**src/rtl/uart_boot_loader_pkg.sv**
```systemverilog
// Shared definitions for the UART boot loader.
// RX FSM encodings, default parameters and a byte-lane helper.
package uart_boot_loader_pkg;

    localparam logic [1:0] ST_IDLE  = 2'd0;
    localparam logic [1:0] ST_START = 2'd1;
    localparam logic [1:0] ST_DATA  = 2'd2;
    localparam logic [1:0] ST_STOP  = 2'd3;

    localparam int DEFAULT_CLKS_PER_BIT = 104;
    localparam int DEFAULT_BOOT_WORDS   = 512;
    localparam int DEFAULT_ADDR_W       = 14;

    // Replace byte lane `lane` of `w` with `b` (lane 0 = bits [7:0]).
    function automatic logic [31:0] put_lane(
        input logic [31:0] w,
        input logic [1:0]  lane,
        input logic [7:0]  b
    );
        logic [31:0] r;
        r = w;
        unique case (lane)
            2'd0: r[7:0]   = b;
            2'd1: r[15:8]  = b;
            2'd2: r[23:16] = b;
            2'd3: r[31:24] = b;
            default: r = w;
        endcase
        return r;
    endfunction

endpackage

```
**src/rtl/uart_boot_loader_if.sv**
```systemverilog
// RAM write port driven by the boot loader.
// The loader is the master; the SPRAM boot mux is the slave.
interface uart_boot_loader_if #(
    parameter int ADDR_W = 14
);
    logic [ADDR_W-1:0] ram_addr;
    logic [31:0]       ram_di;
    logic              ram_we;

    modport master (
        output ram_addr,
        output ram_di,
        output ram_we
    );

    modport slave (
        input ram_addr,
        input ram_di,
        input ram_we
    );
endinterface

```
**src/rtl/uart_boot_loader_rx_byte.sv**
```systemverilog
// 8N1 UART byte receiver: 2-flop synchronizer, bit timer and RX FSM.
// Emits one-cycle rx_valid / rx_ferr strobes at the stop-bit centre.
module uart_rx_byte
    import uart_boot_loader_pkg::*;
#(
    parameter int CLKS_PER_BIT = DEFAULT_CLKS_PER_BIT
) (
    input  logic       clk,
    input  logic       resetb,
    input  logic       en,
    input  logic       uart_rx,
    output logic [7:0] rx_data,
    output logic       rx_valid,
    output logic       rx_ferr
);

    localparam int TW = $clog2(CLKS_PER_BIT);
    localparam logic [TW-1:0] T_HALF = TW'(CLKS_PER_BIT / 2 - 1);
    localparam logic [TW-1:0] T_FULL = TW'(CLKS_PER_BIT - 1);
    localparam logic [TW-1:0] T_ONE  = TW'(1);

    logic          sync1_q, sync2_q;
    logic [1:0]    state_q, state_d;
    logic [TW-1:0] timer_q, timer_d;
    logic [2:0]    bit_q, bit_d;
    logic [7:0]    shift_q, shift_d;
    logic          valid_q, valid_d;
    logic          ferr_q, ferr_d;

    // Bring the asynchronous line into the clk domain; a cleared
    // synchronizer only causes a false start that the START check drops.
    always_ff @(posedge clk or negedge resetb) begin
        if (!resetb) begin
            sync1_q <= 1'b0;
            sync2_q <= 1'b0;
        end else begin
            sync1_q <= uart_rx;
            sync2_q <= sync1_q;
        end
    end

    // RX FSM next state: centre-sample start, eight data bits and stop.
    always_comb begin
        state_d = state_q;
        timer_d = timer_q;
        bit_d   = bit_q;
        shift_d = shift_q;
        valid_d = 1'b0;
        ferr_d  = 1'b0;
        if (!en) begin
            state_d = ST_IDLE;
            timer_d = '0;
        end else begin
            unique case (state_q)
                ST_IDLE: begin
                    timer_d = '0;
                    if (!sync2_q) begin
                        state_d = ST_START;
                    end
                end
                ST_START: begin
                    if (timer_q == T_HALF) begin
                        timer_d = '0;
                        if (sync2_q) begin
                            state_d = ST_IDLE;
                        end else begin
                            state_d = ST_DATA;
                            bit_d   = 3'd0;
                        end
                    end else begin
                        timer_d = timer_q + T_ONE;
                    end
                end
                ST_DATA: begin
                    if (timer_q == T_FULL) begin
                        timer_d = '0;
                        shift_d = {sync2_q, shift_q[7:1]};
                        if (bit_q == 3'd7) begin
                            state_d = ST_STOP;
                        end else begin
                            bit_d = bit_q + 3'd1;
                        end
                    end else begin
                        timer_d = timer_q + T_ONE;
                    end
                end
                ST_STOP: begin
                    if (timer_q == T_FULL) begin
                        timer_d = '0;
                        state_d = ST_IDLE;
                        valid_d = sync2_q;
                        ferr_d  = !sync2_q;
                    end else begin
                        timer_d = timer_q + T_ONE;
                    end
                end
                default: begin
                    state_d = ST_IDLE;
                    timer_d = '0;
                end
            endcase
        end
    end

    // RX FSM state, timer, shift register and strobes.
    always_ff @(posedge clk or negedge resetb) begin
        if (!resetb) begin
            state_q <= ST_IDLE;
            timer_q <= '0;
            bit_q   <= 3'd0;
            shift_q <= 8'd0;
            valid_q <= 1'b0;
            ferr_q  <= 1'b0;
        end else begin
            state_q <= state_d;
            timer_q <= timer_d;
            bit_q   <= bit_d;
            shift_q <= shift_d;
            valid_q <= valid_d;
            ferr_q  <= ferr_d;
        end
    end

    assign rx_data  = shift_q;
    assign rx_valid = valid_q;
    assign rx_ferr  = ferr_q;

endmodule

```
**src/rtl/uart_boot_loader.sv**
```systemverilog
// UART boot loader: packs received bytes little-endian into words,
// writes them to sequential RAM addresses and raises boot when done.
module uart_boot_loader
    import uart_boot_loader_pkg::*;
#(
    parameter int CLKS_PER_BIT = DEFAULT_CLKS_PER_BIT,
    parameter int WORDS        = DEFAULT_BOOT_WORDS,
    parameter int ADDR_W       = DEFAULT_ADDR_W
) (
    input  logic                  clk,
    input  logic                  resetb,
    input  logic                  uart_rx,
    uart_boot_loader_if.master    ram,
    output logic                  boot,
    output logic                  frame_err,
    output logic [1:0]            byte_cnt
);

    localparam int IW = ADDR_W + 1;
    localparam logic [ADDR_W:0] LAST_IDX = IW'(WORDS - 1);
    localparam logic [ADDR_W:0] IDX_ONE  = IW'(1);

    logic [7:0] rx_data;
    logic       rx_valid;
    logic       rx_ferr;

    logic [31:0]       shadow_q, shadow_d;
    logic [1:0]        byte_cnt_q, byte_cnt_d;
    logic [ADDR_W:0]   idx_q, idx_d;
    logic [ADDR_W-1:0] addr_q, addr_d;
    logic [31:0]       di_q, di_d;
    logic              we_q, we_d;
    logic              boot_q, boot_d;
    logic              ferr_q, ferr_d;
    logic              take;

    uart_rx_byte #(
        .CLKS_PER_BIT (CLKS_PER_BIT)
    ) u_rx (
        .clk      (clk),
        .resetb   (resetb),
        .en       (!boot_q),
        .uart_rx  (uart_rx),
        .rx_data  (rx_data),
        .rx_valid (rx_valid),
        .rx_ferr  (rx_ferr)
    );

    assign take = rx_valid && !boot_q;

    // Lane packing, word write, index advance and completion flag.
    always_comb begin
        shadow_d   = shadow_q;
        byte_cnt_d = byte_cnt_q;
        idx_d      = idx_q;
        addr_d     = addr_q;
        di_d       = di_q;
        we_d       = 1'b0;
        boot_d     = boot_q;
        ferr_d     = ferr_q;
        if (take) begin
            shadow_d   = put_lane(shadow_q, byte_cnt_q, rx_data);
            byte_cnt_d = byte_cnt_q + 2'd1;
            if (byte_cnt_q == 2'd3) begin
                we_d   = 1'b1;
                di_d   = put_lane(shadow_q, 2'd3, rx_data);
                addr_d = idx_q[ADDR_W-1:0];
            end
        end
        if (rx_ferr && !boot_q) begin
            ferr_d = 1'b1;
        end
        if (we_q) begin
            idx_d = idx_q + IDX_ONE;
            if (idx_q == LAST_IDX) begin
                boot_d = 1'b1;
            end
        end
    end

    // Word assembly, RAM port and status registers.
    always_ff @(posedge clk or negedge resetb) begin
        if (!resetb) begin
            shadow_q   <= 32'd0;
            byte_cnt_q <= 2'd0;
            idx_q      <= '0;
            addr_q     <= '0;
            di_q       <= 32'd0;
            we_q       <= 1'b0;
            boot_q     <= 1'b0;
            ferr_q     <= 1'b0;
        end else begin
            shadow_q   <= shadow_d;
            byte_cnt_q <= byte_cnt_d;
            idx_q      <= idx_d;
            addr_q     <= addr_d;
            di_q       <= di_d;
            we_q       <= we_d;
            boot_q     <= boot_d;
            ferr_q     <= ferr_d;
        end
    end

    assign ram.ram_addr = addr_q;
    assign ram.ram_di   = di_q;
    assign ram.ram_we   = we_q;
    assign boot         = boot_q;
    assign frame_err    = ferr_q;
    assign byte_cnt     = byte_cnt_q;

endmodule
```
**src/flat_wrapper.sv**
```systemverilog
// flat-port wrapper written by rule: the top's interface ports become plain ports
module uart_boot_loader_flat import uart_boot_loader_pkg::*;
#(
    parameter int CLKS_PER_BIT = DEFAULT_CLKS_PER_BIT,
    parameter int WORDS        = DEFAULT_BOOT_WORDS,
    parameter int ADDR_W       = DEFAULT_ADDR_W
)
  (clk, resetb, uart_rx, boot, frame_err, byte_cnt, ram_ram_addr, ram_ram_di, ram_ram_we);
  uart_boot_loader_if #(.ADDR_W(ADDR_W)) ram_i ();
  input  logic clk;
  input  logic resetb;
  input  logic uart_rx;
  output logic boot;
  output logic frame_err;
  output logic [1:0] byte_cnt;
  output wire logic [$bits(ram_i.ram_addr)-1:0] ram_ram_addr;
  output wire logic [$bits(ram_i.ram_di)-1:0] ram_ram_di;
  output wire logic [$bits(ram_i.ram_we)-1:0] ram_ram_we;
  assign ram_ram_addr = ram_i.ram_addr;
  assign ram_ram_di = ram_i.ram_di;
  assign ram_ram_we = ram_i.ram_we;
  uart_boot_loader #(.CLKS_PER_BIT(CLKS_PER_BIT), .WORDS(WORDS), .ADDR_W(ADDR_W)) u_core (.clk(clk), .resetb(resetb), .uart_rx(uart_rx), .ram(ram_i), .boot(boot), .frame_err(frame_err), .byte_cnt(byte_cnt));
endmodule
```
**config.mk**
```make
export PLATFORM = sky130hd
export DESIGN_NAME = uart_boot_loader_flat
export DESIGN_NICKNAME = d
export VERILOG_FILES = /design/src/rtl/uart_boot_loader_pkg.sv /design/src/rtl/uart_boot_loader_if.sv /design/src/rtl/uart_boot_loader_rx_byte.sv /design/src/rtl/uart_boot_loader.sv /design/src/flat_wrapper.sv
export SDC_FILE = /design/constraint.sdc
export NUM_CORES = 1
export LEC_CHECK = 0
export BUFFER_PORTS_ARGS = -buffer_cell sky130_fd_sc_hd__buf_2
export CORE_MARGIN = 10
export CORE_UTILIZATION = 57
export CTS_BUF_LIST = sky130_fd_sc_hd__clkbuf_16
export CTS_CLUSTER_SIZE = 40
export DETAILED_ROUTE_END_ITERATION = 7
export GPL_TIMING_DRIVEN = 0
export PLACE_DENSITY = 0.78
export SYNTH_ARGS = -nofsm -noshare
export SYNTH_HDL_FRONTEND = slang
export SYNTH_SLANG_ARGS = --single-unit
```
**constraint.sdc**
```tcl
create_clock -name clk -period 1.94 [get_ports clk]
set_input_delay 0.388 -clock clk [delete_from_list [all_inputs] [get_ports clk]]
set_output_delay 0.388 -clock clk [all_outputs]
set_load 0.05 [all_outputs]
```
After elaboration in Yosys (flattened, before gate mapping) --
Cells that the tools add are included.
Operators by class: $add $sub $neg 4, multipliers 0, divide/modulo/power cells 0, $lt $le $gt $ge 0, equal/unequal tests 19, shifts and indexed selects 0, multiplexer cells 25, bitwise operators 1, reduce and logical (&&, ||, !) cells 16
Operators with widths (count):
- 2-to-1 mux 7 bit | 3
- one-hot mux 7 bit (3 select lines) | 1
- adder 15 x 1 -> 15 bit, second input constant | 1
- == test 15 x 9 -> 1 bit, second input constant | 1
- inequality test 3 x 2 -> 1 bit, second input constant | 5
- 2-to-1 mux 2 bit | 7
- 2-to-1 mux 3 bit | 4
- AND reduction 2 bit | 5
- == test 2 bit, second input constant | 4
- 2-to-1 mux 1 bit | 8
- inequality test 2 bit, second input constant | 4
- one-hot mux 2 bit (4 select lines) | 1
- adder 7 x 1 -> 7 bit, second input constant | 1
- == test 7 x 6 -> 1 bit, second input constant | 1
- == test 7 bit, second input constant | 1
- one-hot mux 3 bit (2 select lines) | 1
- AND reduction 6 bit | 1
- AND reduction 5 bit | 1
- == test 2 x 1 -> 1 bit, second input constant | 2
- logical NOT 2 bit | 2
- adder 3 x 1 -> 3 bit, second input constant | 1
- == test 3 bit, second input constant | 1
- AND reduction 3 bit | 1
- adder 2 x 1 -> 2 bit, second input constant | 1
- other kinds (5) | 7
Word-level totals: bits in registers 114, bits in latches 0, bits in writable memories 0, bits in read-only memories 0, input bits 3, output and inout port bits 51, logic and storage cells 83, memories kept 0

Logic depth before layout (Yosys ltp) --
Gate-level depths: netlist (run 1).
depth after elaboration 5, depth in mapped cells 7, gate-level depth less buffers 5

Hierarchy --
Synthesis (run 1) repeated with hierarchy kept, for this count alone.
Second synthesis, totals: cell total of the unflattened synthesis 317, area total of the unflattened synthesis 4571.9 sq um
Modules (own cells, without submodules):
- uart_boot_loader | instances 1, cells each 228, area an instance 3519.6 sq um, sequential area each 2252.2 sq um
- uart_rx_byte | instances 1, cells each 89, area an instance 1052.3 sq um, sequential area each 600.6 sq um

Worst setup path after synthesis (run 1) --
Ideal clock, no wire load.
path type register to register, start point register u_core.boot_q (netlist: u_core.boot), end point register u_core.addr_q[0] (netlist: u_core.ram.ram_addr[0]), setup time 0.125 ns, data arrival time 1.699 ns, data required time 1.815 ns, path slack 0.117 ns, stages on the path, launching flop included 7, buffers on the path 3, clock period less this slack 1.823 ns, cells stage by stage dfrtp_1 -> nor2b_1 -> buf_2 -> nand2_1 -> buf_4 -> buf_4 -> mux2_2
Between the ends: cells in the longest elaborated chain, start to end 3
Ends and longest elaborated chain:
- from (decl) | line uart_boot_loader.sv:33 | logic boot_q, boot_d;
- from (signal assigned) | line uart_boot_loader.sv:99 | boot_q <= boot_d;
- logical NOT 1 bit
- logical AND 1 bit | line uart_boot_loader.sv:49 | assign take = rx_valid && !boot_q;
- AND reduction 2 bit (no line)
- to (signal assigned) | line uart_boot_loader.sv:96 | addr_q <= addr_d;
- to (decl) | line uart_boot_loader.sv:30 | logic [ADDR_W-1:0] addr_q, addr_d;
Every way passes these cells. A chain may end at the register's enable or synchronous reset.

Final worst setup path (run 1) --
start point register u_core.u_rx.state_q[0], end point register u_core.u_rx.shift_q[7] (netlist: u_core.u_rx.rx_data[7])
Between the ends: cells in the longest elaborated chain, start to end 2
Ends and longest elaborated chain:
- from (decl) | line uart_boot_loader_rx_byte.sv:23 | logic [1:0] state_q, state_d;
- from (signal assigned) | line uart_boot_loader_rx_byte.sv:115 | state_q <= state_d;
- == test 2 bit | line uart_boot_loader_rx_byte.sv:54 | unique case (state_q)
- AND reduction 3 bit (no line)
- to (signal assigned) | line uart_boot_loader_rx_byte.sv:118 | shift_q <= shift_d;
- to (decl) | line uart_boot_loader_rx_byte.sv:26 | logic [7:0] shift_q, shift_d;
Every way passes these cells.

==> results.md, run 1 <==
* Syn nets at 333
* Crit path time final at 1820 ps
* CP Buf/Inv Count at 2
* Sw Share at 19.5%
* Worst Setup SP: u_core.u_rx.state_q[0]
* ANT nets after route at 0
* Die Ht at 110 microns
* Worst path depth at 5
* Status: finished, final reports clean
* Int Power at 4370 uW
* Dpl hpwl at 5700 microns
* GP Congestion at 0.792
* CP Capture Point: u_core.u_rx.rx_data[7]
* Reg2Reg Depth at 5
* FF+latch count, synth at 114
* Max stage delay cell, worst path: dfrtp_1
* Synth top area share at 62.2%
* Layout Skew at 9.24 ps
* FF-to-FF End: u_core.u_rx.rx_data[7]
* Clock slew at reported path FFs at 50 ps
* H-tree Lvls at 4
* Top delay family on crit path: simple AND/OR/NAND/NOR gates
* I/O Pins at 54
* WL final at 8980 microns
* Vias in the first global route at 2866
* Worst-path fanout max at 10
* Root Buffer: clkbuf_16
* Leading area contributor after synthesis: dfrtp_1
* Std-Cell Rows at 32
* Critical path arrival at 2100 ps
* Top achievable clock speed at 548 MHz
* Core area at 7770 sq um
* RSZ-0062 raised after global routing: no
* Detailed Routing Iterations Pass 1 at 4
* Worst skew pair latency at 400 ps
* Pwr/cell area at 969 nW/um^2
* IO buf count at 53
* Final setup vio count at 0
* Most common cell after layout, fill and taps aside: dfrtp_1
* Crit path kind: register to register
* R2r startpoint: u_core.u_rx.state_q[0]
* Yosys cell types at 39
* Reg2Reg Setup Slack at 120 ps
* Worst Hold Class: input pin to asynchronous set/reset pin
* Static leakage at 0.00300 uW
* NetSw at 1060 uW
* Fin. Hold Viols at 0
* Mean routed wirelength per cell at 17.5 microns
* Final period util at 94.0%
* Die X at 110 microns
* Final hold slack at 3.19 ps
* Fin. max-slew vios at 0
* Hold buffers post-CTS at 0
* Max VDD drop at 606 uV
* Crit end category: register
* Initial drt markers at 100
* Initial Util at 59.1%
* All-layer global routing usage at 16.0%
* CP peak stage delay at 380 ps
* Fraction of layout instances using a drive strength above 1 at 42.4%
* Via count at 2739
* Syn Area/Cell at 14.3 sq um
* Detailed-route DRC error count at 0
* Rel. slew slack at 57.1%
* Synth warn at 0
* Seq pwr share at 43.9%
* Max_cap viols at 0
* CTS Buf Count at 17
* Total negative slack at 0 ps
* Largest net degree at the start of global routing at 65
* CTS tree: done
* Gr ovfl total at 0
* Req. time, crit path at 2210 ps
* Clock Path Buffers at 2
* Total die area at 12000 sq um
* Ant. Diodes at 0
* Nets at 408
* P&R area growth vs syn at 22.1%
* Ranking of synthesized cells by area: dfrtp_1 (62%), mux2_2 (19%), xnor2_1 (2.5%)
* Most frequent cells in the layout: dfrtp_1 (114), mux2_2 (79), buf_2 (55)
* Clock sinks at 114
* Antenna violations before repair at 0
* Combinational cell fraction of total power at 1.0%
* Vias/cell at 5.35
* Synth Cell Area at 4590 sq um
* First-pass GRT wire length at 14800 microns
* Slew @ Worst Pin at 643 ps
* Part of the Yosys area used for sequential elements at 62.2%
* Layout fillers at 519
* Critical path launch point type: register
* Critical path cell sequence: clkbuf_1, nand2b_2, nor4_4, buf_4, mux2_2
* Clk pwr share at 55.1%
* Mapped Cells at 322
power groups by stage:
stage                     sequential [uW]  clock (uW)  combinational, uW
final                                2390        2990               52.5
after global routing                 2380        3130               62.0
after CTS                            2390        3040               57.1
after detailed placement             2430           0               56.8
after global placement               2430           0               49.0
after floorplan                      2430           0               1.20
worst register-to-register path, delay by kind of cell, from the launching register on:
kind	cells	cell delay, ps
AND/OR/NAND/NOR	2	560
flip-flops	1	380
multiplexers	1	350
buffers and inverters	2	410
sequential cells by signal, indices dropped and copies added, names as in the netlist, 2 cells and up:
register,flops
u_core.ram.ram_addr,14
u_core.ram.ram_di,32
u_core.idx_q,15
u_core.byte_cnt,2
u_core.u_rx.bit_q,3
u_core.shadow_q,24
u_core.u_rx.state_q,2
u_core.u_rx.timer_q,7
u_core.u_rx.rx_data,8
repair_timing:
item / CTS / global route
pin swaps: 1 / 0
buffers inserted: 2 / 0
setup endpoints to repair: 9 / 1
resized for setup: 0 / 1
cell type report:
| class | count | area [sq um] | share of cell area (%) |
|---|---|---|---|
| clock inverter | 15 | 150 | 2.68 |
| multi-input combinational | 189 | 1650 | 29.5 |
| inverter | 10 | 37.5 | 0.670 |
| timing repair buffer | 56 | 310 | 5.54 |
| clock buffer | 17 | 425 | 7.59 |
| sequential | 114 | 2850 | 50.9 |
| buffer | 9 | 48.8 | 0.871 |
| tap | 102 | 128 | 2.28 |
per-layer routing:
metal  GRT usage [%]  part of all wire, %  wire length (microns)
met4            7.06                  1.1                    100
met2            27.3                   53                   4710
met1            18.3                   42                   3750
met5               0                    0                      0
met3            4.39                  4.6                    415
synthesized netlist by cell type:
| library cell | n |
|---|---|
| nor3_1 | 10 |
| nor2b_1 | 3 |
| clkbuf_1 | 3 |
| mux2i_1 | 2 |
| xor2_1 | 7 |
| or4_1 | 1 |
| nand3b_1 | 1 |
| nor2_1 | 10 |
| dfrtp_1 | 114 |
| o21ai_0 | 4 |
| buf_4 | 3 |
| nor4_1 | 3 |
| inv_1 | 10 |
| nand3b_4 | 1 |
| a21o_1 | 1 |
| xnor2_1 | 13 |
| nand4_1 | 5 |
| nand2_1 | 17 |
| nand3_1 | 7 |
| nor3_2 | 1 |
| mux2_4 | 1 |
| or2_2 | 1 |
| and3_1 | 1 |
| and2_1 | 1 |
| nor4b_1 | 1 |
| a31oi_1 | 1 |
| o21ai_1 | 1 |
| a21oi_1 | 1 |
| a221oi_1 | 1 |
| buf_2 | 3 |
| nor4_4 | 1 |
| o311ai_0 | 1 |
| ha_1 | 8 |
| o21a_1 | 1 |
| nor3b_1 | 1 |
| nand2b_1 | 1 |
| mux2_2 | 79 |
| a41o_1 | 1 |
| or3b_1 | 1 |
how the worst min path moves through the flow:
stage,slack (ps),cells after the start,start,to
after global placement,340,0,u_core.u_rx.sync1_q,u_core.u_rx.sync2_q
after global routing,60,1,resetb,u_core.ram.ram_di[10]
after detailed placement,340,0,u_core.u_rx.sync1_q,u_core.u_rx.sync2_q
after CTS,30,1,resetb,u_core.ram.ram_di[10]
final,3,1,resetb,u_core.ram.ram_di[10]
after floorplan,90,0,resetb,u_core.boot
through the flow:
step / power (uW) / util, % / cell area, sq um / cells / setup slack [ps]
final: 5430 / 72.2 / 5610 / 512 / 117
after global routing: 5580 / 72.2 / 5610 / 512 / 22.8
after CTS: 5480 / 72.1 / 5600 / 512 / 121
after global placement: 2470 / 64.1 / 4980 / 477 / -802
after detailed placement: 2480 / 64.5 / 5010 / 478 / -26.5
after floorplan: 2430 / - / 4590 / 322 / 117
cells by family after synthesis:
family                   count (synthesis)  synth area share [%]
AND/OR/NAND/NOR                         67                  8.10
flip-flops                             114                  62.2
adder cells (fa/ha/maj)                  8                  2.18
AO/OA/AOI/OAI                           12                  1.72
buffers and inverters                   19                  1.88
XOR/XNOR                                20                  3.82
multiplexers                            82                  20.1
No activity file was read; power rests on OpenSTA's default activity.
==> inputs of run 2 (changes only) <==
- CELL_PAD_IN_SITES_DETAIL_PLACEMENT: unset -> 1
- CELL_PAD_IN_SITES_GLOBAL_PLACEMENT: unset -> 1
- CORE_UTILIZATION: 57 -> 48
- PLACE_DENSITY: 0.78 -> unset
- PLACE_DENSITY_LB_ADDON: unset -> 0.1
==> results.md, run 2 (synthesis results as in run 1) <==
* Final period util at 93.5% (-0.49 points)
* Clock sinks at 114 (unchanged)
* Root Buffer: clkbuf_16
* Power, Total at 5790 uW (+6.5%)
* Fin. max-slew vios at 0 (unchanged)
* Worst-path fanout max at 3 (-7)
* Largest register FFs at 32 (unchanged)
* Top achievable clock speed at 551 MHz (+0.53%)
* Hold buffers post-CTS at 0 (unchanged)
* Largest net degree at the start of global routing at 67 (+3.1%)
* Vias/cell at 5.17 (-3.3%)
* I/O Pins at 54 (unchanged)
* Critical path arrival at 2100 ps (about the same)
* Ant. Diodes at 0 (unchanged)
* Slew @ Worst Pin at 836 ps (+193 ps)
* Placed Instances at 505 (+5.6%)
* Final setup vio count at 0 (unchanged)
* Worst Hold Class: input pin to asynchronous set/reset pin
* Die X at 118 microns (+7.3%)
* Rel. slew slack at 44.2% (-13 points)
* Detailed-route DRC error count at 0 (unchanged)
* GP Congestion at 0.783 (-1.2%)
* Vias in the first global route at 3104 (+8.3%)
* CTS tree: done
* Layout fillers at 902 (+74%)
* Nets at 406 (-0.49%)
* Non-filler cells, final at 537 (+4.9%)
* Pre-CTS setup slack at -119 ps (-92.0 ps)
* Clock slew at reported path FFs at 50 ps (about the same)
* Via count at 2778 (+1.4%)
* Crit path kind: register to register
* CTS Buf Count at 17 (unchanged)
* Status: finished, final reports clean
* Core area at 9280 sq um (+20%)
* First-pass GRT wire length at 16600 microns (+12%)
* WL final at 9730 microns (+8.4%)
* Most frequent cells in the layout: dfrtp_1 (114), mux2_2 (79), buf_2 (55)
* Pwr/cell area at 1010 nW/um^2 (+4.5%)
* Fraction of layout instances using a drive strength above 1 at 43.6% (+1.2 points)
* Antenna violations before repair at 0 (unchanged)
* Mean routed wirelength per cell at 18.1 microns (+3.3%)
* Dpl hpwl at 6220 microns (+9.3%)
* ANT nets after route at 0 (unchanged)
* DP Area at 5050 sq um (+0.67%)
* IO buf count at 53 (unchanged)
* Critical path launch point type: register
* Design Area, Final at 5720 sq um (+2.0%)
* Gr ovfl total at 0 (unchanged)
* Reg2Reg Depth at 5 (unchanged)
* Die Ht at 118 microns (+7.3%)
* Std-Cell Rows at 35 (+9.4%)
* Crit path time final at 1810 ps (-9.58 ps)
* Initial drt markers at 86 (-14%)
* Detailed Routing Iterations Pass 1 at 4 (unchanged)
* P&R area growth vs syn at 24.6%
* Layout Skew at 7.69 ps (-1.55 ps)
* Total die area at 13900 sq um (+15%)
* Crit end category: register
* H-tree Lvls at 4 (unchanged)
* Static leakage at 0.00301 uW (+0.37%)
* All-layer global routing usage at 15.0% (-0.96 points)
* RSZ-0062 raised after global routing: no
* Setup slack after layout at 126 ps (+9.58 ps)
* Initial Util at 49.4% (-9.7 points)
* Clock Path Buffers at 2 (unchanged)
* Max VDD drop at 637 uV (+5.2%)
* Most common cell after layout, fill and taps aside: dfrtp_1
* Req. time, crit path at 2230 ps (+20 ps)
* Total negative slack at 0 ps (unchanged)
* Worst skew pair latency at 410 ps (about the same)
* Fin. Hold Viols at 0 (unchanged)
* Max_cap viols at 0 (unchanged)
==> run 2: changes by cell type in the layout (fill, tap and decap cells not counted), moves of 2 or more <==
cell,before,now
clkinv_1,3,0
clkinvlp_4,1,4
buf_4,6,4
bufinv_16,3,5
clkinv_2,5,3
==> run 2: worst max-delay path, stage by stage, from the launching register on <==
cell      delay, ps
dfrtp_1         400
ha_1            220
ha_1            240
a221oi_1        280
o21ai_1         210
mux2_4          340
==> run 2: what timing repair did <==
action | 4_1_cts | 5_1_grt
setup endpoints to repair | 9 | 1
resized for setup | 0 | 2
cloned | 0 | 0
buffers inserted | 1 | 0
pin swaps | 1 | 0
==> run 2: power by group <==
part / switching, uW / internal (uW)
logic: 45.2 / 8.51
registers: 2.14 / 2380
clock network: 1080 / 2270
total: 1130 / 4660
==> run 2: final cells by class <==
type | instances | area (sq um) | share of cell area (%)
buffer | 8 | 45.0 | 0.788
clock buffer | 17 | 425 | 7.44
clock inverter | 15 | 216 | 3.79
inverter | 10 | 37.5 | 0.657
multi-input combinational | 189 | 1660 | 29.1
sequential | 114 | 2850 | 49.9
tap | 129 | 161 | 2.82
timing repair buffer | 55 | 315 | 5.52
==> run 2: per-layer routing <==
layer	up-vias	share of wire [%]	global-route usage, %
li1	1283	-	-
met1	1431	42	17.2
met2	53	52	25.2
met3	11	4.3	5.28
met4	0	1.1	5.56
met5	-	0	0
==> run 2: metrics by stage <==
step / util (%) / hold slack, ps
finish: 61.6 / 88.3
global route: 61.6 / 68.1
CTS: 61.5 / 70.2
detailed placement: 54.4 / 336
global placement: 54.0 / 334
floorplan: - / 92.4
==> run 2: worst paths after layout <==
path / from / to / slack, ps
max reg2reg: u_core.u_rx.bit_q[0] / u_core.u_rx.bit_q[0] / 130
max: u_core.u_rx.bit_q[0] / u_core.u_rx.bit_q[0] / 130
min in group clk: uart_rx / u_core.u_rx.sync1_q / 90
max in group asynchronous: resetb / u_core.idx_q[12] / 1140
min: resetb / u_core.ram.ram_di[8] / 90
min reg2reg: u_core.u_rx.sync1_q / u_core.u_rx.sync2_q / 350
